`config.mk`:
```
export PLATFORM = sky130hd
export DESIGN_NAME = sprite_rom_arbiter
export DESIGN_NICKNAME = d
export VERILOG_FILES = /design/src/rtl/sprite_rom_arbiter.sv
export SDC_FILE = /design/constraint.sdc
export NUM_CORES = 1
export LEC_CHECK = 0
export BUFFER_PORTS_ARGS = -buffer_cell sky130_fd_sc_hd__buf_2
export CORE_UTILIZATION = 44
export CTS_BUF_LIST = sky130_fd_sc_hd__clkbuf_16
export DETAILED_ROUTE_END_ITERATION = 10
export PLACE_DENSITY = 0.83
export SETUP_SLACK_MARGIN = 0.5
export SYNTH_ARGS = -nofsm -noshare
export SYNTH_HDL_FRONTEND = slang
export SYNTH_HIERARCHICAL = 1
export SYNTH_SLANG_ARGS = --single-unit
```
`constraint.sdc`:
```
create_clock -name Clk -period 2.8 [get_ports Clk]
set_clock_uncertainty 0.05 [all_clocks]
set_input_delay 0.56 -clock Clk [delete_from_list [all_inputs] [get_ports Clk]]
set_output_delay 0.56 -clock Clk [all_outputs]
set_load 0.005 [all_outputs]
```
`src/rtl/sprite_rom_arbiter.sv`:
```
// Round-robin arbiter for the shared enemy sprite ROM.
// Stage A grants one client and registers the ROM address; stage B returns the row byte.

module sprite_rom_arbiter_lane #(
  parameter int ID_W        = 3,
  parameter int NUM_SPRITES = 6
) (
  input  logic            req,
  input  logic            gnt,
  input  logic [ID_W-1:0] sprite,
  input  logic [2:0]      row,
  output logic            eligible,
  output logic [7:0]      addr,
  output logic            err
);
  always_comb begin
    // a client granted this cycle is still presenting the request just accepted
    eligible = req & ~gnt;
    err      = int'(sprite) >= NUM_SPRITES;
    addr     = err ? 8'h00 : 8'({sprite, 3'b000}) + {5'b0, row};
  end
endmodule

module sprite_rom_arbiter #(
  parameter int NUM_REQ     = 4,
  parameter int NUM_SPRITES = 6,
  parameter int ID_W        = 3
) (
  input  logic                    Clk,
  input  logic                    Reset,
  input  logic [NUM_REQ-1:0]      req,
  input  logic [NUM_REQ*ID_W-1:0] req_sprite,
  input  logic [NUM_REQ*3-1:0]    req_row,
  output logic [NUM_REQ-1:0]      gnt,
  output logic [NUM_REQ-1:0]      rsp_valid,
  output logic [7:0]              rsp_data,
  output logic                    rsp_err,
  output logic [7:0]              rom_addr,
  input  logic [7:0]              rom_data,
  output logic                    busy
);
  localparam int PTR_W = $clog2(NUM_REQ);

  typedef struct packed {
    logic [ID_W-1:0] sprite;
    logic [2:0]      row;
  } fetch_req_t;

  fetch_req_t [NUM_REQ-1:0]      lane_req;
  logic [NUM_REQ-1:0]            eligible;
  logic [NUM_REQ-1:0]            lane_err;
  logic [NUM_REQ-1:0][7:0]       lane_addr;
  logic [1:0][NUM_REQ-1:0]       vld_pipe;  // [0] grant stage, [1] response stage
  logic [NUM_REQ-1:0]            win_oh;
  logic [PTR_W-1:0]              ptr;
  logic [PTR_W-1:0]              win;
  logic [PTR_W-1:0]              ptr_next;
  logic                          win_vld;
  logic                          err_pipe;

  for (genvar k = 0; k < NUM_REQ; k++) begin : g_lane
    assign lane_req[k] = {req_sprite[k*ID_W +: ID_W], req_row[k*3 +: 3]};

    sprite_rom_arbiter_lane #(
      .ID_W        (ID_W),
      .NUM_SPRITES (NUM_SPRITES)
    ) u_lane (
      .req      (req[k]),
      .gnt      (vld_pipe[0][k]),
      .sprite   (lane_req[k].sprite),
      .row      (lane_req[k].row),
      .eligible (eligible[k]),
      .addr     (lane_addr[k]),
      .err      (lane_err[k])
    );
  end

  // scan from the farthest offset back toward ptr so the nearest eligible client wins
  always_comb begin
    win     = ptr;
    win_vld = 1'b0;
    win_oh  = '0;
    for (int i = NUM_REQ - 1; i >= 0; i--) begin
      if (eligible[(int'(ptr) + i) % NUM_REQ]) begin
        win     = PTR_W'((int'(ptr) + i) % NUM_REQ);
        win_vld = 1'b1;
      end
    end
    if (win_vld) win_oh[win] = 1'b1;
    ptr_next = (int'(win) == NUM_REQ - 1) ? '0 : win + 1'b1;
  end

  always_ff @(posedge Clk) begin
    if (Reset) begin
      vld_pipe <= '0;
      ptr      <= '0;
      rom_addr <= '0;
      err_pipe <= 1'b0;
      rsp_data <= '0;
      rsp_err  <= 1'b0;
    end else begin
      vld_pipe[0] <= win_oh;
      vld_pipe[1] <= vld_pipe[0];
      rsp_err     <= err_pipe & (|vld_pipe[0]);
      if (|vld_pipe[0]) rsp_data <= err_pipe ? 8'h00 : rom_data;
      if (win_vld) begin
        ptr      <= ptr_next;
        rom_addr <= lane_addr[win];
        err_pipe <= lane_err[win];
      end
    end
  end

  assign gnt       = vld_pipe[0];
  assign rsp_valid = vld_pipe[1];
  assign busy      = (|vld_pipe[0]) | (|vld_pipe[1]);
endmodule
```
==> metrics <==
Tcrit/Tclk final=0.789; Final Util=0.606; layout cells sized above 1=0.344; crit path capture type=flip-flop; drt total wl=3470 um; Cells after DPL=281; status=completed; Die X=62.8 um; final setup fails=0; Int Power=1.15 mW; clock tree sinks=28; cell count after synthesis=181; Synth cell types=35; Bufs on Longest Clock Path=2; Max Clk Rate=0.453 GHz; Top delay family on crit path=simple AND/OR/NAND/NOR gates; CTS Buf Count=3; DRC violations left=0; Final Total Pwr=1.76 mW; Initial Util=0.472; Overall Global Routing Usage=0.180; crit path time final=2210 ps; Routed Antenna Nets=0; initial antenna violation count=0; core area=3440 um2; Iter 0 DRT Violations=84; IO buf count=63; CTS tree=yes; clk root buf=clkbuf_16; cell area after synthesis=1630 um2; register clock-pin slew on the reported worst setup and hold paths=70 ps; Hold Crit Class=flip-flop to flip-flop; Setup crit start kind=input pin; Clk pwr share=0.239; RSZ-0062 raised after global routing=no; top cell type's share of synthesized area=0.345; Avg Cell Area, Syn=8.98 um2; Hold Fails Final Rpt=0; Reg area=561 um2; wire per inst=12.1 um; htree depth=1; vias after detailed routing=1509; switching part of the total=0.346; Comb pwr share=0.421; worst endpoint required time=2890 ps; first-pass GRT wire length=5790 um; net switching power=610 uW; pin count of the biggest net entering global routing=19; Final GP Congestion=0.785; Worst-Skew Late Latency=260 ps; WP buf/inv=1; vias in the first global route=1355; Fillers=313; synth top area cells=dfxtp_1 34%, a21boi_0 7.4%, nor2b_1 6.9%, mux2i_1 6.2%, a32oi_1 4.8%; Synth-to-Final Area Change=28.3%; post-DP HPWL=2550 um; commonest non-fill, non-tap cell in the layout=buf_2; Hold WS=432 ps; Worst Setup Path Type=input pin to flip-flop; cell taking the most area after synthesis=dfxtp_1; area occupied by multi-input gates=976 um2; global route overflow=0; fin cells=287; Worst Path Arrival=2300 ps; Max Slew Vio Count=0; #FFs+latches synth=28; Maximum Capacitance Violations=0; crit path max fanout=10; commonest cells after routing, fill and taps aside=63 x buf_2, 28 x dfxtp_1, 18 x nor2b_1, 16 x a21boi_0, 12 x nor2_1; Crit-path slowest cell=or2_2; Vias/cell=5.26; Pre-antenna DRT Iters=4; nets=284; Synth Warn #=6; critical path, cell by cell=buf_2 -> nor2b_1 -> or3_1 -> and4b_1 -> or2_2 -> ha_1 -> mux2i_1 -> nor2_1; antenna cells=0; Setup TNS=0 ps; Ports=64; Chip Height=62.8 um; register area share after synthesis=0.345; crit-path max cell delay=420 ps; sequential share of power=0.341; power per cell area=846 nW/um2; IR drop worst, VDD=402 uV; die area=3940 um2; Leak=0.949 nW; Rows=21
final cells by class:
cell class,instances,share of cell area
Clock inverter,1,0.0144
Tap cell,46,0.0276
Clock buffer,3,0.0360
Multi-Input combinational cell,139,0.468
Sequential cell,28,0.269
Timing Repair Buffer,68,0.181
Inverter,2,0.00360
cells by family (layout without fill, tap and decap cells):
kind of cell    after synthesis  count (layout)  synth area share
simple gates                 70              70             0.273
other cells                   4               8           0.00924
buf+inv                      18              74            0.0670
flops                        28              28             0.345
compound gates               47              47             0.213
fa+ha+maj                     4               4            0.0308
mux                          10              10            0.0616
flip-flops by register name (all words and copies together), names as in the netlist:
name / flops
ptr: 2
rsp_err: 1
rom_addr: 8
rsp_valid: 4
err_pipe: 1
gnt: 4
rsp_data: 8
cells in the mapped netlist:
master and count:
and2_2 4, nand3b_1 1, mux2i_1 10, nor4_1 1
a211oi_1 1, dfxtp_1 28, nor2b_1 18, nor3_1 1
buf_2 3, or3_1 1, or4_1 1, nand3_1 9
and2_1 4, conb_1 4, o211ai_1 9, nand2_1 2
o21a_1 2, inv_2 1, buf_4 8, a32oi_1 9
a211oi_2 1, a21boi_0 16, nor2b_4 1, and4b_1 1
nor4_2 1, a21oi_1 9, clkbuf_1 4, or2_1 1
nor2_1 12, ha_1 4, nand2b_1 2, buf_6 1
nor4b_4 1, nor3b_1 9, inv_1 1
routing by layer:
metal	routed length, um	global-route usage
met3	239	0.0328
met4	28	0.0465
met2	1530	0.311
met1	1670	0.229
met5	0	0
per-stage QoR:
step / setup slack [ps] / cell area, um2
floorplan: 519 / 1640
global placement: 274 / 1950
detailed placement: 155 / 1950
CTS: 572 / 2080
global route: 502 / 2080
finish: 592 / 2080
repair_timing:
action	in CTS	in global routing
resized for setup	0	2
endpoints found under the hold margin	0	0
setup endpoints to repair	7	8
hold buffers	0	0
buffers inserted	2	0
power groups by stage:
stage          Clock, mW  Sequential (mW)  Combinational, mW
6_report           0.421            0.600              0.741
5_1_grt            0.447            0.617              0.830
4_1_cts            0.427            0.599              0.739
3_5_place_dp           0            0.606              0.716
3_3_place_gp           0            0.607              0.696
2_1_floorplan          0            0.599              0.468
path summary, 6_finish.rpt:
path          startpoint           to  slack [ps]  depth (start not counted)
max               req[3]       ptr[1]         590                          8
min          rom_addr[6]  rom_addr[6]         430                          2
max reg2reg       gnt[3]       ptr[1]         620                          7
min reg2reg  rom_addr[6]  rom_addr[6]         430                          2
tightest hold or removal path, cell delays in order, from the launching register on:
cell and delay (ps):
dfxtp_1 330, a32oi_1 50, o211ai_1 70
No activity file was read; power rests on OpenSTA's default activity.
